$ cat src/rtl/sorter_pkg.sv
// Shared types and helpers for the sorter front end.
package sorter_pkg;

  localparam int unsigned LOADER_BEAT_ELEMS = 4;
  localparam int unsigned PAD_MAX_WIDTH     = 64;

  typedef enum logic [1:0] {
    StIdle,
    StFill,
    StFull
  } loader_state_e;

  typedef struct packed {
    logic [5:0] len;
    logic [3:0] num;
    logic [5:0] total;
    logic       sign;
  } loader_cfg_t;

  // Minimum representable value: 0 unsigned, MSB-only pattern signed.
  function automatic logic [PAD_MAX_WIDTH-1:0] pad_value(input logic sign,
                                                         input int unsigned width);
    logic [PAD_MAX_WIDTH-1:0] one;
    one       = {{(PAD_MAX_WIDTH-1){1'b0}}, 1'b1};
    pad_value = '0;
    if (sign) begin
      pad_value = one << (width - 1);
    end
  endfunction

endpackage

$ cat src/rtl/sorter_frame_loader.sv
// Collects a grouping config plus a beat stream into one padded frame for the sorter.
module sorter_frame_loader
  import sorter_pkg::*;
#(
  parameter int unsigned DATAWIDTH      = 8,
  parameter int unsigned MAX_DATALENGTH = 32,
  parameter int unsigned BEAT_ELEMS     = LOADER_BEAT_ELEMS
) (
  input  logic                 clk_i,
  input  logic                 rst_i,
  input  logic                 cfg_valid_i,
  output logic                 cfg_ready_o,
  input  logic [5:0]           cfg_group_len_i,
  input  logic [3:0]           cfg_group_num_i,
  input  logic                 cfg_sign_i,
  input  logic                 in_valid_i,
  output logic                 in_ready_o,
  input  logic [DATAWIDTH-1:0] in_data_i [BEAT_ELEMS],
  output logic                 frame_valid_o,
  input  logic                 frame_ready_i,
  output logic [DATAWIDTH-1:0] x_o [MAX_DATALENGTH],
  output logic [5:0]           total_length_o,
  output logic [3:0]           total_group_o,
  output logic                 sign_ctrl_o,
  output logic                 err_o
);

  localparam int unsigned PtrW      = $clog2(MAX_DATALENGTH + BEAT_ELEMS + 1);
  localparam logic [9:0]  MaxLenW10 = 10'(MAX_DATALENGTH);

  loader_state_e         state_q, state_d;
  logic [PtrW-1:0]       wp_q;
  logic [5:0]            total_q;
  logic [3:0]            num_q;
  logic                  sign_q;
  logic                  err_q, err_d;

  loader_cfg_t           cfg_in;
  logic [9:0]            prod;
  logic                  cfg_legal;
  logic                  cfg_load;
  logic                  beat_acc;
  logic [DATAWIDTH-1:0]  pad;

  // Decode the offered configuration; the product is wide enough to catch overflow.
  always_comb begin
    prod         = {4'b0, cfg_group_len_i} * {6'b0, cfg_group_num_i};
    cfg_in.len   = cfg_group_len_i;
    cfg_in.num   = cfg_group_num_i;
    cfg_in.total = prod[5:0];
    cfg_in.sign  = cfg_sign_i;
    cfg_legal    = (cfg_in.len != '0) && (cfg_in.num != '0) && (prod <= MaxLenW10);
    pad          = DATAWIDTH'(pad_value(cfg_in.sign, DATAWIDTH));
  end

  // Next state, handshakes and error pulse.
  always_comb begin
    state_d     = state_q;
    cfg_ready_o = 1'b0;
    cfg_load    = 1'b0;
    beat_acc    = 1'b0;
    err_d       = 1'b0;
    unique case (state_q)
      StIdle: begin
        cfg_ready_o = 1'b1;
        if (cfg_valid_i) begin
          if (cfg_legal) begin
            cfg_load = 1'b1;
            state_d  = StFill;
          end else begin
            err_d = 1'b1;
          end
        end
      end
      StFill: begin
        if (in_valid_i) begin
          beat_acc = 1'b1;
          if (32'(wp_q) + BEAT_ELEMS >= 32'(total_q)) begin
            state_d = StFull;
          end
        end
      end
      StFull: begin
        // Releasing the frame frees the config port in the same cycle.
        cfg_ready_o = frame_ready_i;
        if (frame_ready_i) begin
          state_d = StIdle;
          if (cfg_valid_i) begin
            if (cfg_legal) begin
              cfg_load = 1'b1;
              state_d  = StFill;
            end else begin
              err_d = 1'b1;
            end
          end
        end
      end
      default: state_d = StIdle;
    endcase
  end

  // State, write pointer and frame metadata.
  always_ff @(posedge clk_i or posedge rst_i) begin
    if (rst_i) begin
      state_q <= StIdle;
      wp_q    <= '0;
      total_q <= '0;
      num_q   <= '0;
      sign_q  <= 1'b0;
      err_q   <= 1'b0;
    end else begin
      state_q <= state_d;
      err_q   <= err_d;
      if (cfg_load) begin
        wp_q    <= '0;
        total_q <= cfg_in.total;
        num_q   <= cfg_in.num;
        sign_q  <= cfg_in.sign;
      end else if (beat_acc) begin
        wp_q <= wp_q + PtrW'(BEAT_ELEMS);
      end
    end
  end

  // Per-slot storage: a slot takes the lane of the beat whose base pointer matches it.
  for (genvar s = 0; s < MAX_DATALENGTH; s++) begin : g_slot
    localparam int unsigned SlotIdx = s;
    localparam int unsigned Lane    = SlotIdx % BEAT_ELEMS;
    localparam int unsigned Base    = SlotIdx - Lane;

    logic [DATAWIDTH-1:0] slot_q;
    logic                 slot_we;

    assign slot_we = beat_acc && (32'(wp_q) == Base) && (SlotIdx < 32'(total_q));

    // Pad on config load, then capture data only for in-range slots.
    always_ff @(posedge clk_i or posedge rst_i) begin
      if (rst_i) begin
        slot_q <= '0;
      end else if (cfg_load) begin
        slot_q <= pad;
      end else if (slot_we) begin
        slot_q <= in_data_i[Lane];
      end
    end

    assign x_o[s] = slot_q;
  end

  assign in_ready_o     = (state_q == StFill);
  assign frame_valid_o  = (state_q == StFull);
  assign total_length_o = total_q;
  assign total_group_o  = num_q;
  assign sign_ctrl_o    = sign_q;
  assign err_o          = err_q;

endmodule

$ cat config.mk
export PLATFORM = sky130hd
export DESIGN_NAME = sorter_frame_loader
export DESIGN_NICKNAME = d
export VERILOG_FILES = /design/src/rtl/sorter_pkg.sv /design/src/rtl/sorter_frame_loader.sv
export SDC_FILE = /design/constraint.sdc
export NUM_CORES = 1
export LEC_CHECK = 0
export BUFFER_PORTS_ARGS = -buffer_cell sky130_fd_sc_hd__buf_2
export CAP_MARGIN = 20
export CORE_MARGIN = 2
export CORE_UTILIZATION = 30
export CTS_CLUSTER_DIAMETER = 100
export DETAILED_ROUTE_END_ITERATION = 10
export PLACE_DENSITY = 0.56
export SLEW_MARGIN = 5
export SYNTH_ARGS = -nofsm -noshare
export SYNTH_HDL_FRONTEND = slang
export SYNTH_SLANG_ARGS = --single-unit
$ cat constraint.sdc
create_clock -name clk_i -period 18.08 [get_ports clk_i]
set_input_delay 2.712 -clock clk_i [delete_from_list [all_inputs] [get_ports clk_i]]
set_output_delay 2.712 -clock clk_i [all_outputs]
set_load 0.01 [all_outputs]
# ---- Word level (Yosys, flattened, before mapping)
# Index checks and enable logic that the tools add are counted.
dict set report totals {
  register_bits 276
  latch_bits 0
  mem_bits_rw 0
  rom_bits 0
  input_bits 48
  out_inout_bits 271
  word_cells 255
  memories 0
}
dict set report classes {
  addsub 2
  multipliers 1
  div 0
  order_cmp 34
  eq_ne 14
  n_shift 0
  n_mux 86
  n_bitwise 0
  reduce_logical 80
}
# cell n
set ops {}
lappend ops {{$mux W8} 65}
lappend ops {{$lt A5 B6 Y1 const A} 16}
lappend ops {{$reduce_bool A2 Y1} 33}
lappend ops {{$lt A4 B6 Y1 const A} 8}
lappend ops {{$logic_and A1 B1 Y1} 42}
lappend ops {{$eq A6 B5 Y1 const B} 4}
lappend ops {{$lt A3 B6 Y1 const A} 4}
lappend ops {{$eq A6 B4 Y1 const B} 2}
lappend ops {{$lt A1 B6 Y1 const A} 2}
lappend ops {{$lt A2 B6 Y1 const A} 2}
lappend ops {{$mux W6} 2}
lappend ops {{$le A10 B6 Y1 const B} 1}
lappend ops {{$mul A6 B4 Y10} 1}
lappend ops {{$mux W1} 10}
lappend ops {{$mux W2} 5}
lappend ops {{$add A6 B3 Y7 const B} 1}
lappend ops {{$ge A7 B6 Y1} 1}
lappend ops {{$add A6 B3 Y6 const B} 1}
lappend ops {{$eq A6 B3 Y1 const B} 1}
lappend ops {{$logic_not A6 Y1} 1}
lappend ops {{$ne A2 B2 Y1 const B} 3}
lappend ops {{$pmux W1 S2} 3}
lappend ops {{$pmux W2 S3} 1}
lappend ops {{$reduce_bool A6 Y1} 1}
lappend ops {{6 further kinds} 7}

# ---- Depth between registers and ports, before layout
# Gate-level depths: netlist of run 1.
dict set report logic_depth {
  depth_word 8
  mapped_depth 15
  depth_no_buf 12
}

# ---- Least setup slack after synthesis of run 1
# OpenSTA, ideal clock, no wires.
dict set report synth_timing {
  path_kind {input to register}
  startpoint {in cfg_group_len_i[0]}
  endpoint {reg sign_q, in the netlist sign_ctrl_o}
  setup_ns 0.125
  arrival_ns 5.916
  t_required_ns 17.955
  slack_ns 12.039
  path_stages 12
  path_buffers 1
  cell_sequence {nand2_1 fa_1 fa_1 inv_1 fa_1 and3_1 o21ai_0 o22ai_1 a211o_1 nor4_1 buf_2 mux2_2}
}
dict set report synth_via {
  elab_chain_len 7
}
# item line
set synth_lines {}
lappend synth_lines {{from (decl)} sorter_frame_loader.sv:13} ;# input logic [5:0] cfg_group_len_i,
lappend synth_lines {{$mul A6 B4 Y10 / $reduce_bool A6 Y1 (equally long branches)} {sorter_frame_loader.sv:47, sorter_frame_loader.sv:52}}
lappend synth_lines {{$le A10 B6 Y1 / $logic_and A1 B1 Y1 (equally long branches)} sorter_frame_loader.sv:52} ;# cfg_legal = (cfg_in.len != '0) && (cfg_in.num != '0) && (prod <= MaxLenW10);
lappend synth_lines {{$logic_and A1 B1 Y1 *} sorter_frame_loader.sv:52}
lappend synth_lines {{$mux W1 *} {sorter_frame_loader.sv:67, sorter_frame_loader.sv:89}}
lappend synth_lines {{$mux W1 *} sorter_frame_loader.sv:66} ;# if (cfg_valid_i) begin
lappend synth_lines {{$mux W1} sorter_frame_loader.sv:86} ;# if (frame_ready_i) begin
lappend synth_lines {{$pmux W1 S2 *} sorter_frame_loader.sv:63} ;# unique case (state_q)
lappend synth_lines {{to (signal assigned)} sorter_frame_loader.sv:118} ;# sign_q <= cfg_in.sign;
lappend synth_lines {{to (decl)} sorter_frame_loader.sv:35} ;# logic sign_q;
# Every way passes the cells marked *; elsewhere a longest branch is shown, timed or not.
# A chain may end at the register's enable or synchronous reset.

# ---- Final worst setup path of run 1
dict set report layout_timing {
  startpoint {in cfg_group_num_i[3]}
  endpoint {reg sign_q, in the netlist sign_ctrl_o}
}
dict set report layout_via {
  elab_chain_len 7
}
# item line
set layout_lines {}
lappend layout_lines {{from (decl)} sorter_frame_loader.sv:14} ;# input logic [3:0] cfg_group_num_i,
lappend layout_lines {{$mul A6 B4 Y10 / $reduce_bool A4 Y1 (equally long branches)} {sorter_frame_loader.sv:47, sorter_frame_loader.sv:52}}
lappend layout_lines {{$le A10 B6 Y1 / $logic_and A1 B1 Y1 (equally long branches)} sorter_frame_loader.sv:52}
lappend layout_lines {{$logic_and A1 B1 Y1 *} sorter_frame_loader.sv:52}
lappend layout_lines {{$mux W1 *} {sorter_frame_loader.sv:67, sorter_frame_loader.sv:89}}
lappend layout_lines {{$mux W1 *} sorter_frame_loader.sv:66}
lappend layout_lines {{$mux W1} sorter_frame_loader.sv:86}
lappend layout_lines {{$pmux W1 S2 *} sorter_frame_loader.sv:63}
# Marks and branches as above.

==> results of run 1 <==
report_power, final:
group	total [uW]	internal, uW	switching (uW)
Sequential	958	818	140
Combinational	782	320	462
Clock	653	387	266
layout make-up:
cell class / instances / area (um^2) / area share
flip-flops and latches: 274 / 6860 / 0.439
multi-input cells: 726 / 5280 / 0.338
repair buffers: 327 / 1660 / 0.106
clock buffers: 41 / 883 / 0.0566
well taps: 539 / 674 / 0.0432
clock inverters: 14 / 181 / 0.0116
inverters: 20 / 82.6 / 0.00529
worst paths after layout:
| path | endpoint | from | cells past startpoint | slack, ns |
|---|---|---|---|---|
| max in group asynchronous | g_slot[16].slot_q[2]$_DFFE_PP0P_ | rst_i | 4 | 13.33 |
| worst max-delay path | sign_ctrl_o$_DFFE_PP0P_ | cfg_group_num_i[3] | 14 | 10.21 |
| worst min register to register | total_group_o[3]$_DFFE_PP0P_ | total_group_o[3]$_DFFE_PP0P_ | 1 | 0.51 |
| min in group asynchronous | total_group_o[2]$_DFFE_PP0P_ | rst_i | 2 | 2.32 |
| worst min-delay path | total_group_o[3]$_DFFE_PP0P_ | total_group_o[3]$_DFFE_PP0P_ | 1 | 0.51 |
| worst max register to register | sign_ctrl_o$_DFFE_PP0P_ | state_q[1]$_DFFE_PP0P_ | 6 | 14.29 |
routing by layer:
metal  share of wire  wire [um]
met4           0.028       1040
met3           0.075       2800
met1            0.44      16500
met2            0.46      17200
met5         0.00029         11
sequential cells by signal, indices dropped and copies added, names as in the netlist:
register        flops
total_group_o       4
g_slot.slot_q     256
wp_q                4
sign_ctrl_o         1
total_length_o      6
state_q             2
err_o               1
through the flow:
stage               cell area (um^2)  setup WS [ns]
detailed placement             14500           9.58
global placement               14500           9.64
global route                   15600           9.92
CTS                            15600          10.22
floorplan                      12600           7.82
finish                         15600          10.21
cell usage after synthesis (10+ instances only):
cell,count,area [um^2]
a21o_1,10,75.1
nand3_1,17,85.1
buf_4,24,180
buf_1,26,97.6
inv_1,20,75.1
nand2_1,36,135
buf_2,10,50.1
a21oi_1,25,125
nor2_1,233,875
mux2i_1,284,2840
dfrtp_1,274,6860
ha_1,23,288
clkbuf_1,23,86.3
cells in the final DEF, fill, tap and decap left out, types with 3 or more instances in the layout:
cell type and n:
o21ai_0 6, o21ai_1 3, a21oi_1 25, clkbuf_1 3, inv_1 19, clkinv_2 3
ha_1 23, mux2_2 9, and3_1 4, o21ai_2 3, nor3_1 3, clkinvlp_4 4
or2_2 4, fa_1 8, clkbuf_16 31, clkbuf_8 7, dfrtp_1 274, nand3_1 17
buf_4 9, nand2_1 36, a21oi_2 8, xnor2_1 5, mux2i_1 284, a21o_1 10
buf_2 318, nor2_1 233, and2_1 9, nor2_2 6, bufinv_16 3
worst max-delay path: stages:
cell and delay (ns):
buf_2 0.14, nand2_1 0.09, fa_1 0.51, fa_1 0.54, inv_1 0.07, fa_1 0.45, and3_1 0.23, o21ai_0 0.17
o22ai_1 0.10, a211o_1 0.33, nor4_2 0.75, buf_4 0.87, buf_4 0.91, mux2_2 0.41
cell families after synthesis:
kind of cell | synth area share
simple gates | 0.110
mux | 0.233
xor+xnor | 0.00485
buf+inv | 0.0396
compound gates | 0.0339
flops | 0.543
fa+ha+maj | 0.0355
==> flow_metrics.py, run 1 <==
metrics = {
    "layout": {
        "finalNonFillerCells": 1941,
        "antenna_cells": 0,
        "drive_above_1_share": 0.296,
        "syn_to_final_growth_pct": 23.7,
        "nFillCells": 4130,
        "final_core_util": 0.374,
        "fin_nets": 1459,
    },
    "drt": {
        "via_count": 9160,
        "drt_pass1_iterations": 5,
        "wl_per_cell_um": 19.3,
        "ant_nets": 0,
        "drt_iter0_drc": 577,
        "drc": 0,
        "via_per_inst": 4.72,
        "wl_um": 37500,
    },
    "synth": {
        "netlist_instances": 1104,
        "ys_ff_latch": 274,
        "synth-edff-count": 0,
        "ys.flop_type": "dfrtp_1",
        "ys_types": 50,
        "avgSynthCellArea_um2": 11.4,
        "synth_fp_nets": 1183,
        "ys_seq_area_frac": 0.543,
        "ys_warn_count": 0,
        "netlist_area_um2": 12600,
        "async_reset_ff_frac": 1.00,
    },
    "timing": {
        "fin_tns_setup_ns": 0,
        "layout_min_cycle_time_ns": 7.87,
        "whs_ns": 0.512,
        "final.setup_skew_ns": 0.0247,
        "rsz0062_at_grt": "false",
        "hold_violations": 0,
        "drv_slew": 0,
        "timing.fmax_mhz": 127,
        "setup_viol": 0,
        "slew_headroom": 0.291,
        "timing.final.crit_share": 0.435,
        "worst_slew_pin_slew_ns": 1.06,
    },
    "setup_path": {
        "required_ns": 18.55,
        "path_class": "in2reg",
        "worstSetupEndpointType": "flop",
        "arrival_ns": 8.34,
        "critPathMaxFanout": 91,
        "cp-start-kind": "primary input",
    },
    "global_route": {
        "globalRouteOverflowTotal": 0,
        "met2_usage": 0.273,
        "grt_antenna_before_repair": 1,
        "grt_max_degree": 134,
        "grt_first_pass_wirelength_um": 57300,
        "use_met3": 0.0484,
        "grt.busiest_layer": "met2",
        "grt_usage": 0.169,
        "grt_use_met1": 0.218,
        "grt_pass1_vias": 9322,
    },
    "floorplanning": {
        "die_h_um": 209,
        "fp.dieArea_um2": 43800,
        "num_rows": 75,
        "die_x_um": 209,
        "initial_core_util": 0.302,
        "ios": 319,
        "core_area_um2": 41800,
    },
    "power": {
        "max-vdd-ir-drop_uv": 81.6,
        "p_leak_uw": 0.00864,
        "p_total_uw": 2390,
        "p_per_area_nw_per_um2": 153,
    },
    "clock_tree": {
        "clock-root-buffer": "clkbuf_16",
        "cts_setup_buffers": 0,
        "cts_sinks": 274,
        "clk_path_buf_depth": 3,
        "numCtsBuffers": 31,
        "clk_pin_slew_ns": 0.06,
        "cts_max_level": 1,
        "cts_resized": 0,
        "ctsHoldBuffers": 0,
        "clock_latency_ns": 0.59,
        "cts_tree": "yes",
    },
    "placement": {
        "numPortBuffers": 318,
        "dp_cells": 1885,
        "place_hpwl_um": 25900,
        "routabilityCongestion": 0.824,
    },
    "job": {
        "max-cap-violations": 0,
    },
    "hold_path": {
        "hp-class": "reg2reg",
    },
    "status": {
        "status": "finished clean",
    },
}
No activity file was read; power rests on OpenSTA's default activity.
==> run 2: changes to the inputs <==
- clock period: 18.08 -> 7.9 ns (I/O delays scaled with it)
==> run 2 against run 1 <==
Net effect:
- clock power up 130%
- power up 130%
- cell area grew 0.38%
- die area did not move
- cell count grew 0.15%
- setup slack got worse by 7.4 ns
- flip-flop and latch count is the same
- count of clock-buffer cells in the layout grew 4
- core utilization rose by 0.14 points
- highest routed layer unchanged
==> flow_metrics.py, run 2 (synthesis results as in run 1) <==
metrics = {
    "status": {
        "status": "finished clean",
    },
    "setup_path": {
        "cp-start-kind": "primary input",
        "ff2ff_path_depth": 6,
        "ff2ff_setup_slack_ns": 4.54,
        "worst_path_most_repeated_cell": "fa_1",
        "cp-endpoint": "sign_ctrl_o$_DFFE_PP0P_",
        "path_cells": "buf_2, nand2_1, fa_1, fa_1, inv_1, fa_1, and3_1, o21ai_0, o22ai_1, a211o_1, nor4_2, buf_12, mux2_2",
        "path_class": "in2reg",
        "cp.depth": 13,
        "crit_path_top_delay_cell": "fa_1",
        "cpPeakStageDelay_ns": 0.56,
        "r2r_end": "g_slot[2].slot_q[7]$_DFFE_PP0P_",
        "critPathMaxFanout": 156,
        "worstSetupEndpointType": "flop",
        "crit_family": "adder cells",
        "arrival_ns": 5.49,
        "regToRegStartpoint": "state_q[1]$_DFFE_PP0P_",
        "required_ns": 8.30,
        "critPathLaunch": "cfg_group_num_i[3]",
        "crit_buf_inv": 3,
    },
    "power": {
        "power_frac_comb": 0.326,
        "p_int_uw": 3530,
        "max-vdd-ir-drop_uv": 151,
        "p_leak_uw": 0.00867,
        "p_per_area_nw_per_um2": 352,
        "p_clk_frac": 0.278,
        "p_switching_uw": 1990,
        "switching_share": 0.361,
        "pwr-share-seq": 0.396,
    },
    "timing": {
        "timing.final.crit_share": 0.643,
        "rsz0062_at_grt": "false",
        "final.setup_skew_ns": 0.0188,
        "timing.fmax_mhz": 197,
        "drv_slew": 0,
        "fin_tns_setup_ns": 0,
        "setup_viol": 0,
        "hold_violations": 0,
        "worst_slew_pin_slew_ns": 1.07,
        "slew_headroom": 0.282,
        "layout_min_cycle_time_ns": 5.08,
    },
    "global_route": {
        "grt_first_pass_wirelength_um": 57800,
        "grt_usage": 0.171,
        "grt_pass1_vias": 9435,
        "globalRouteOverflowTotal": 0,
        "grt_max_degree": 163,
        "grt_antenna_before_repair": 1,
    },
    "placement": {
        "routabilityCongestion": 0.845,
        "place_area_um2": 14600,
        "place_hpwl_um": 25900,
        "numPortBuffers": 318,
        "dp_cells": 1886,
    },
    "drt": {
        "via_per_inst": 4.75,
        "drt_iter0_drc": 488,
        "drc": 0,
        "ant_nets": 0,
        "wl_um": 37700,
        "via_count": 9225,
        "drt_pass1_iterations": 5,
        "wl_per_cell_um": 19.4,
    },
    "clock_tree": {
        "cts_tree": "yes",
        "cts_sinks": 274,
        "cts_setup_buffers": 0,
        "numCtsBuffers": 34,
        "ctsHoldBuffers": 0,
        "clock-root-buffer": "clkbuf_16",
        "cts_resized": 0,
        "cts_max_level": 2,
        "clock_latency_ns": 0.53,
        "clk_pin_slew_ns": 0.06,
        "clk_path_buf_depth": 3,
    },
    "floorplanning": {
        "fp.dieArea_um2": 43800,
        "die_h_um": 209,
        "ios": 319,
        "die_x_um": 209,
        "core_area_um2": 41800,
        "num_rows": 75,
        "initial_core_util": 0.302,
    },
    "layout": {
        "drive_above_1_share": 0.296,
        "fin_nets": 1462,
        "largest_reg_flops": 256,
        "layout_commonest_cell": "buf_2",
        "fin_area_um2": 15700,
        "antenna_cells": 0,
        "nFillCells": 4151,
        "top_register": "g_slot.slot_q",
        "syn_to_final_growth_pct": 24.2,
        "final_cell_mix": "318 x buf_2, 284 x mux2i_1, 274 x dfrtp_1",
        "finalNonFillerCells": 1944,
        "final_core_util": 0.375,
    },
    "hold_path": {
        "hp-class": "reg2reg",
        "hold_path_depth": 1,
    },
    "job": {
        "max-cap-violations": 0,
    },
}
-- run 2: power groups by stage --
stage	combinational, uW	clock (uW)	sequential (uW)
5_1_grt	2000	1640	2250
2_1_floorplan	869	0	2360
4_1_cts	1830	1590	2190
6_report	1800	1530	2190
3_3_place_gp	1800	0	2200
3_5_place_dp	1830	0	2210
-- run 2: final cells by class --
type	instances	area (um^2)	area share
clock buffer	45	963	0.0614
clock inverter	13	128	0.00814
inverter	20	78.8	0.00503
multi-input combinational	726	5280	0.337
sequential	274	6860	0.437
tap	539	674	0.0430
timing repair buffer	327	1700	0.108
-- run 2: worst min path at each step --
stage	end	startpoint	slack [ns]
finish	total_group_o[0]$_DFFE_PP0P_	total_group_o[0]$_DFFE_PP0P_	0.50
global route	total_group_o[0]$_DFFE_PP0P_	total_group_o[0]$_DFFE_PP0P_	0.52
CTS	total_group_o[0]$_DFFE_PP0P_	total_group_o[0]$_DFFE_PP0P_	0.51
detailed placement	total_group_o[0]$_DFFE_PP0P_	total_group_o[0]$_DFFE_PP0P_	0.50
global placement	total_group_o[0]$_DFFE_PP0P_	total_group_o[0]$_DFFE_PP0P_	0.49
floorplan	total_group_o[2]$_DFFE_PP0P_	total_group_o[2]$_DFFE_PP0P_	0.55
-- run 2: per-layer routing --
metal	up-vias	wire length [um]	track usage	part of all wire
met5	-	13	0	0.00035
met4	2	1130	0.0589	0.030
met3	63	2650	0.0541	0.070
met2	292	17600	0.272	0.47
met1	4580	16300	0.221	0.43
li1	4288	-	-	-
-- run 2: through the flow --
step,setup slack (ns),power [uW],hold slack [ns]
floorplan,3.09,3220,0.551
global placement,2.32,4000,0.493
detailed placement,2.29,4040,0.496
CTS,2.85,5620,0.510
global route,2.65,5890,0.522
finish,2.82,5530,0.505
